--- config.mk ---
export PLATFORM = sky130hd
export DESIGN_NAME = product_accumulator
export DESIGN_NICKNAME = d
export VERILOG_FILES = /design/src/rtl/mult_pkg.sv /design/src/rtl/product_accumulator_acc_add.sv /design/src/rtl/product_accumulator.sv
export SDC_FILE = /design/constraint.sdc
export NUM_CORES = 1
export LEC_CHECK = 0
export CORE_MARGIN = 2
export CORE_UTILIZATION = 49
export DETAILED_ROUTE_END_ITERATION = 16
export PLACE_DENSITY = 0.78
export SLEW_MARGIN = 20
export SYNTH_ARGS = -nofsm -noshare
export SYNTH_HDL_FRONTEND = slang
export SYNTH_HIERARCHICAL = 1
export SYNTH_SLANG_ARGS = --single-unit
export TNS_END_PERCENT = 50
--- constraint.sdc ---
create_clock -name clk -period 3.55 [get_ports clk]
set_input_delay 0.71 -clock clk [delete_from_list [all_inputs] [get_ports clk]]
set_output_delay 0.71 -clock clk [all_outputs]
set_load 0.02 [all_outputs]
--- src/rtl/mult_pkg.sv ---
// ============================================================================
// Module      : mult_pkg
// Description : Shared types and constants for the product accumulator.
// Revision    : 1.0 - initial release
// ============================================================================
`default_nettype none

package mult_pkg;

  localparam int PROD_W        = 64;
  localparam int ACC_W_DEFAULT = 72;
  localparam int N_ACC_DEFAULT = 4;

  typedef enum logic [1:0] {
    IDLE  = 2'd0,
    ACCUM = 2'd1,
    HOLD  = 2'd2
  } state_t;

endpackage

`default_nettype wire

--- src/rtl/product_accumulator_acc_add.sv ---
// ============================================================================
// Module      : acc_add
// Description : Combinational signed adder with overflow detect; clamps to
//               the signed range when PRODUCT_ACC_SATURATE_EN is defined.
// Revision    : 1.0 - initial release
// ============================================================================
`default_nettype none

module acc_add #(
  parameter int ACC_W = 72
) (
  input  logic [ACC_W-1:0] a,
  input  logic [ACC_W-1:0] b,
  output logic [ACC_W-1:0] sum,
  output logic             ovf
);

  logic [ACC_W-1:0] w_raw;

  assign w_raw = a + b;
  // Overflow only when both operands share a sign the result does not.
  assign ovf   = (a[ACC_W-1] == b[ACC_W-1]) && (w_raw[ACC_W-1] != a[ACC_W-1]);

`ifdef PRODUCT_ACC_SATURATE_EN
  localparam logic [ACC_W-1:0] c_MAX = {1'b0, {(ACC_W-1){1'b1}}};
  localparam logic [ACC_W-1:0] c_MIN = {1'b1, {(ACC_W-1){1'b0}}};

  assign sum = ovf ? (a[ACC_W-1] ? c_MIN : c_MAX) : w_raw;
`else
  assign sum = w_raw;
`endif

endmodule

`default_nettype wire

--- src/rtl/product_accumulator.sv ---
// ============================================================================
// Module      : product_accumulator
// Description : Sums N_ACC signed 64-bit products into an ACC_W result with
//               overflow flag. Optional macro: PRODUCT_ACC_SATURATE_EN.
// Revision    : 1.0 - initial release
// ============================================================================
`default_nettype none

module product_accumulator
  import mult_pkg::*;
#(
  parameter int N_ACC = N_ACC_DEFAULT,
  parameter int ACC_W = ACC_W_DEFAULT
) (
  input  logic              clk,
  input  logic              rst,
  input  logic              in_valid,
  output logic              in_ready,
  input  logic [PROD_W-1:0] product,
  input  logic              clear,
  output logic              out_valid,
  input  logic              out_ready,
  output logic [ACC_W-1:0]  acc_out,
  output logic              ovf
);

  localparam logic [7:0] c_N_ACC = 8'(N_ACC);

  state_t           r_state;
  state_t           w_state_next;
  logic [7:0]       r_count;
  logic [7:0]       w_count_next;
  logic [ACC_W-1:0] r_sum;
  logic [ACC_W-1:0] w_sum_next;
  logic             r_ovf;
  logic             w_ovf_next;
  logic [ACC_W-1:0] w_prod_ext;
  logic [ACC_W-1:0] w_add_a;
  logic [ACC_W-1:0] w_add_sum;
  logic             w_add_ovf;
  logic             w_accept;

  assign in_ready   = (r_state != HOLD);
  assign w_accept   = in_valid && in_ready;
  assign w_prod_ext = ACC_W'($signed(product));
  // Starting from zero makes the first product of a group replace the sum.
  assign w_add_a    = (r_state == IDLE) ? '0 : r_sum;

  acc_add #(
    .ACC_W (ACC_W)
  ) u_acc_add (
    .a   (w_add_a),
    .b   (w_prod_ext),
    .sum (w_add_sum),
    .ovf (w_add_ovf)
  );

  always_comb begin
    w_state_next = r_state;
    w_count_next = r_count;
    w_sum_next   = r_sum;
    w_ovf_next   = r_ovf;
    if (clear) begin
      w_state_next = IDLE;
      w_count_next = 8'd0;
      w_sum_next   = '0;
      w_ovf_next   = 1'b0;
    end else begin
      case (r_state)
        IDLE, ACCUM: begin
          if (w_accept) begin
            w_count_next = (r_state == IDLE) ? 8'd1 : r_count + 8'd1;
            w_sum_next   = w_add_sum;
            w_ovf_next   = (r_state == IDLE) ? w_add_ovf : (r_ovf | w_add_ovf);
            w_state_next = (w_count_next >= c_N_ACC) ? HOLD : ACCUM;
          end
        end
        HOLD: begin
          if (out_ready) begin
            w_state_next = IDLE;
            w_count_next = 8'd0;
          end
        end
        default: begin
          w_state_next = IDLE;
          w_count_next = 8'd0;
        end
      endcase
    end
  end

  always_ff @(posedge clk or negedge rst) begin
    if (!rst) begin
      r_state <= IDLE;
      r_count <= 8'd0;
      r_sum   <= '0;
      r_ovf   <= 1'b0;
    end else begin
      r_state <= w_state_next;
      r_count <= w_count_next;
      r_sum   <= w_sum_next;
      r_ovf   <= w_ovf_next;
    end
  end

  assign out_valid = (r_state == HOLD);
  assign acc_out   = r_sum;
  assign ovf       = r_ovf;

endmodule

`default_nettype wire

# After elaboration in Yosys (flattened, before gate mapping)

Index checks and enable logic that the tools add are counted.

Flip-flop bits (word level): 83
Input bits: 69

Add/sub/neg operators: 2
$lt $le $gt $ge: 1
Eq/ne operators: 7
Multiplexer cells: 18
Bitwise logic cells: 1
Reduce and logical (&&, ||, !) cells: 8

Operators by type and width:

| kind                                                                   | number |
|---|---|
| 72-bit 2-to-1 mux                                                      | 4 |
| 72-bit adder                                                           | 1 |
| 8-bit 2-to-1 mux                                                       | 4 |
| 8-bit case mux with 2 select lines                                     | 1 |
| 8-bit by 1-bit adder with 8-bit output (second input constant)         | 1 |
| 8-bit by 3-bit >= comparator with 1-bit output (second input constant) | 1 |
| 2-bit 2-to-1 mux                                                       | 4 |
| 1-bit 2-to-1 mux                                                       | 4 |
| 2-bit case mux with 2 select lines                                     | 1 |
| 2-bit AND reduction                                                    | 2 |
| 2-bit nonzero test                                                     | 2 |
| 3-bit by 2-bit != test with 1-bit output (second input constant)       | 1 |
| 3-bit != test (second input constant)                                  | 1 |
| 2-bit by 1-bit equality test with 1-bit output (second input constant) | 1 |
| 2-bit equality test (second input constant)                            | 1 |
| 1-bit logical AND                                                      | 2 |
| 2-bit logical NOT                                                      | 1 |
| 2-bit != test (second input constant)                                  | 1 |
| 2-bit OR reduction                                                     | 1 |
| 1-bit equality test                                                    | 1 |
| 1-bit != test                                                          | 1 |
| 1-bit OR                                                               | 1 |

# Logic depth before layout (Yosys ltp)

Depth after elaboration: 10
Mapped depth: 18
Depth with buffers taken out: 16

# Hierarchy

Netlist, hierarchy kept.

Modules (own cells, without submodules):

| module              | times used | cells an instance | area each (µm²) | sequential area each (µm²) |
|---|---|---|---|---|
| acc_add             | 1          | 636               | 4212.8          | 0.0 |
| product_accumulator | 1          | 465               | 3940.0          | 2077.0 |

# Least setup slack after synthesis

No wires, ideal clock.

Path kind: register to register
Start point: register r_state[1]
End point: register r_sum[62], in the netlist acc_out[62]
Data arrival time: 3.757 ns
Required time: 3.472 ns
Slack: -0.285 ns
Stages on the path, launching flop included: 18
Path buffers: 2
Path through: dfrtp_1 nor2_1 buf_2 clkbuf_1 nor2b_1 fa_1 a21oi_2 o22ai_1 o21bai_2 nand2_1 a221o_1 a41oi_2 o31ai_2 o2bb2ai_2 o211a_1 a2111oi_1 nand2_1 a21oi_1

Word-level cells in the longest chain between the ends: 6
Elaborated cells between the ends (all ways): 13
Those cells by class: add/sub (1); eq/ne (2); mux (4); reduce/logical (6)

RTL lines:

| what                   | line                              | text |
|---|---|---|
| from (decl)            | product_accumulator.sv:29         | `state_t r_state;` |
| from (signal assigned) | product_accumulator.sv:99         | `r_state <= w_state_next;` |
| 2-bit logical NOT      | product_accumulator.sv:47         | `assign w_add_a = (r_state == IDLE) ? '0 : r_sum;` |
| 72-bit 2-to-1 mux      | product_accumulator.sv:47         |  |
| via w_add_a[1]         | product_accumulator.sv:38         | `logic [ACC_W-1:0] w_add_a;` |
| 72-bit adder           | product_accumulator_acc_add.sv:20 | `assign w_raw = a + b;` |
| via w_add_sum[62]      | product_accumulator.sv:39         | `logic [ACC_W-1:0] w_add_sum;` |
| 72-bit 2-to-1 mux      | product_accumulator.sv:71         | `if (w_accept) begin` |
| 72-bit 2-to-1 mux      | product_accumulator.sv:69         | `case (r_state)` |
| 72-bit 2-to-1 mux      | product_accumulator.sv:63         | `if (clear) begin` |
| to (signal assigned)   | product_accumulator.sv:101        | `r_sum <= w_sum_next;` |
| to (decl)              | product_accumulator.sv:33         | `logic [ACC_W-1:0] r_sum;` |

The timed path passes the listed nets, and every way through them passes these cells. The select of a mux whose other input is x is not followed.
A chain may end at the register's enable or synchronous reset.

# Worst setup path in the final report

Start point: register r_state[1]
End point: register r_ovf, in the netlist ovf

Word-level cells in the longest chain between the ends: 10
Elaborated cells between the ends (all ways): 18
Those cells by class: add/sub (1); eq/ne (4); mux (5); bitwise (1); reduce/logical (7)

RTL lines:

| what                 | line                              | text |
|---|---|---|
| 2-bit logical NOT *  | product_accumulator.sv:47         |  |
| 72-bit 2-to-1 mux *  | product_accumulator.sv:47         |  |
| via w_add_a[1]       | product_accumulator.sv:38         |  |
| 72-bit adder *       | product_accumulator_acc_add.sv:20 |  |
| 1-bit != test *      | product_accumulator_acc_add.sv:22 | `assign ovf = (a[ACC_W-1] == b[ACC_W-1]) && (w_raw[ACC_W-1] != a[ACC_W-1]);` |
| 1-bit logical AND *  | product_accumulator_acc_add.sv:22 |  |
| via w_add_ovf        | product_accumulator.sv:40         | `logic w_add_ovf;` |
| 1-bit OR             | product_accumulator.sv:74         | `w_ovf_next = (r_state == IDLE) ? w_add_ovf : (r_ovf \| w_add_ovf);` |
| 1-bit 2-to-1 mux *   | product_accumulator.sv:74         |  |
| 1-bit 2-to-1 mux *   | product_accumulator.sv:71         |  |
| 1-bit 2-to-1 mux *   | product_accumulator.sv:69         |  |
| 1-bit 2-to-1 mux *   | product_accumulator.sv:63         |  |
| to (signal assigned) | product_accumulator.sv:102        | `r_ovf <= w_ovf_next;` |
| to (decl)            | product_accumulator.sv:35         | `logic r_ovf;` |

The timed path passes the listed nets; every way through them passes the cells marked *. The select of a mux whose other input is x is not followed.

==> out/qor.yml <==
hold_path:
  hold_class: "primary input to async pin"
die:
  start_util_pct: 49.7
  io_pins: 144
  die_w_um: 133
  die_y_um: 133
  core_area_um2: 16400
  die_area_um2: 17700
  fp-row-count: 47
clocking:
  cts_buffers: 9
  clockRootBuffer: "clkbuf_16"
  numClockSinks: 83
  cts_tree: "yes"
  clk_pin_slew_ns: 0.07
  clkLatencyLatePin_ns: 0.35
  cts_buffer_depth: 2
  cts_hold_buf: 0
  cts-htree-levels: 3
yosys:
  synthArstFlopShare_pct: 100
  yosys_warnings: 6
  synth-edff-count: 0
  synth_fp_nets: 1243
  synth_top_flop_cell: "dfrtp_1"
  ys_ff_latch: 83
  synth_seq_area_share_pct: 25.5
  synth_cells: 1101
  syn_area_um2: 8150
  synthDistinctLibCells: 62
  syn_area_per_cell_um2: 7.40
sta:
  setup_viol: 9
  period_needed_ns: 3.65
  worst_slew_pin_slew_ns: 0.735
  worst_slack_ns: -0.0955
  post-route-period-util_pct: 103
  finalMaxSlewViolations: 0
  clock_skew_ns: 0.00606
  holdWs_ns: 0.318
  hold_viol_final: 0
  rsz0062_at_grt: "yes"
  max_slew_margin_pct: 50.5
  fmax_mhz: 274
grt:
  grt_pass1_vias: 8978
  gr-total-overflow: 0
  antenna_found_initial: 0
  grt_use_total_pct: 30.6
  grt_max_degree: 50
  grt_pass1_wl_um: 44100
routing:
  vias: 9401
  first_pass_iters: 6
  drt_iter0_drc: 697
  wl_per_cell_um: 17.1
  drc_errors: 0
  finalWirelength_um: 28300
  final_antenna_net_count: 0
  via_per_inst: 5.70
final_layout:
  multi_input_area_um2: 6140
  layout.cells.non_filler: 1649
  fill_cells: 1280
  final_util_pct: 74.0
  syn2layout_area_growth_pct: 49.0
  regArea_um2: 2080
  layout_common_cells: "buf_4, nand2_1, a21oi_1"
  mostFrequentLayoutCell: "buf_4"
  layout-drive-gt1-share_pct: 23.8
  diodes: 0
  fin_nets: 1568
place:
  gp_congestion: 0.950
  placed_cells: 1614
  io_buffer_count: 143
  hpwl_um: 20800
critical_path:
  required_ns: 3.82
  critPathLaunchType: "flip-flop"
  worstSetupPathType: "flip-flop to flip-flop"
  endpoint_kind: "flip-flop"
  arrival_ns: 3.92
  cp_max_fo: 12
job:
  maxCapViolations: 0
run_status:
  outcome: "finished, violations left"
  violations: "negative setup slack"
pwr:
  p_per_area_nw_per_um2: 282
  p_leak_nw: 5.61
  peakVddDrop_mv: 0.232
==> cell usage after synthesis, types with 3 or more instances <==
cell type / n / area share (%)
a21boi_0: 3 / 0.28
a21o_1: 31 / 2.9
a21oi_1: 175 / 11
a221oi_1: 3 / 0.32
a31oi_1: 12 / 0.92
and3_1: 4 / 0.31
buf_1: 10 / 0.46
buf_2: 23 / 1.4
clkbuf_1: 29 / 1.3
dfrtp_1: 83 / 25
ha_1: 72 / 11
inv_1: 22 / 1.0
nand2_1: 210 / 9.7
nand2b_1: 7 / 0.54
nand3_1: 13 / 0.80
nand4_1: 29 / 2.2
nor2_1: 45 / 2.1
nor2b_1: 81 / 6.2
nor3_1: 16 / 0.98
nor4_1: 4 / 0.31
o21a_1: 9 / 0.83
o21ai_0: 61 / 3.7
o21ai_1: 12 / 0.74
o21bai_1: 20 / 1.8
o31ai_1: 6 / 0.55
or3_1: 9 / 0.69
xnor2_1: 43 / 4.6
xor2_1: 27 / 2.9
==> repair_timing <==
item,in CTS,in global routing
setup endpoints to repair,24,34
setup buffers,12,9
gates cloned,1,0
pin swaps,19,28
resized for setup,25,76
==> cell type report <==
cell class	instances	area share (%)
repair buffers	376	26.8
clock inverters	2	0.494
flip-flops and latches	83	17.1
multi-input cells	934	50.5
inverters	22	0.680
clock buffers	12	2.11
well taps	220	2.27
==> where the power goes <==
group / internal, mW / switching (mW)
Clock: 0.648 / 0.408
Sequential: 1.01 / 0.0533
Combinational: 0.625 / 0.677
Total: 2.28 / 1.14
==> layer usage <==
metal,track usage (%),up-vias,share of wire (%)
li1,-,4523,-
met1,42.0,4481,45
met2,51.0,335,47
met3,3.68,62,5.9
met4,8.36,0,2.1
met5,0,-,0
==> worst paths after layout <==
check,startpoint,end,slack [ns],cells past startpoint
min reg2reg,r_count[7]$_DFFE_PN0P_,r_count[7]$_DFFE_PN0P_,0.51,1
min in group clk,r_count[7]$_DFFE_PN0P_,r_count[7]$_DFFE_PN0P_,0.51,1
max in group asynchronous,rst,acc_out[44]$_DFFE_PN0P_,2.46,2
min,rst,acc_out[4]$_DFFE_PN0P_,0.32,1
max,r_state[1]$_DFFE_PN0P_,ovf$_DFFE_PN0P_,-0.1,18
max reg2reg,r_state[1]$_DFFE_PN0P_,ovf$_DFFE_PN0P_,-0.1,18
==> logic make-up after synthesis <==
| kind of cell | share of synthesized area, % |
|---|---|
| simple gates | 25.0 |
| compound gates | 26.3 |
| buf+inv | 4.22 |
| flops | 25.5 |
| fa+ha+maj | 11.3 |
| xor+xnor | 7.52 |
| mux | 0.123 |
==> worst max-delay path, stage by stage (launching register included) <==
cell and delay, ns:
dfrtp_1 0.40, nor2_4 0.07, buf_12 0.15, nor2b_1 0.30, ha_1 0.33, a21oi_2 0.19
nor2_1 0.11, o41ai_2 0.34, buf_4 0.18, a211oi_2 0.06, buf_4 0.16, o211ai_1 0.28
nand2_1 0.15, a21oi_2 0.17, nand2_1 0.08, a21oi_2 0.17, mux2i_1 0.22, nand2_1 0.06
a21oi_1 0.15
==> state kept, by name (all words and copies together), names as in the netlist <==
register	flops
r_state	2
r_count	8
acc_out	72
ovf	1
==> per-stage QoR <==
step / TNS (ns) / instance area (um2) / setup WS (ns) / power, mW
6_report: -0.444 / 12100 / -0.0955 / 3.42
5_1_grt: -4.06 / 12100 / -0.333 / 3.57
4_1_cts: -0.00176 / 11800 / -0.00176 / 3.36
3_5_place_dp: -12.89 / 11200 / -0.551 / 2.28
3_3_place_gp: -8.84 / 11200 / -0.448 / 2.26
2_1_floorplan: 0 / 8180 / 0.00744 / 1.70
No activity file was read; power rests on OpenSTA's default activity.
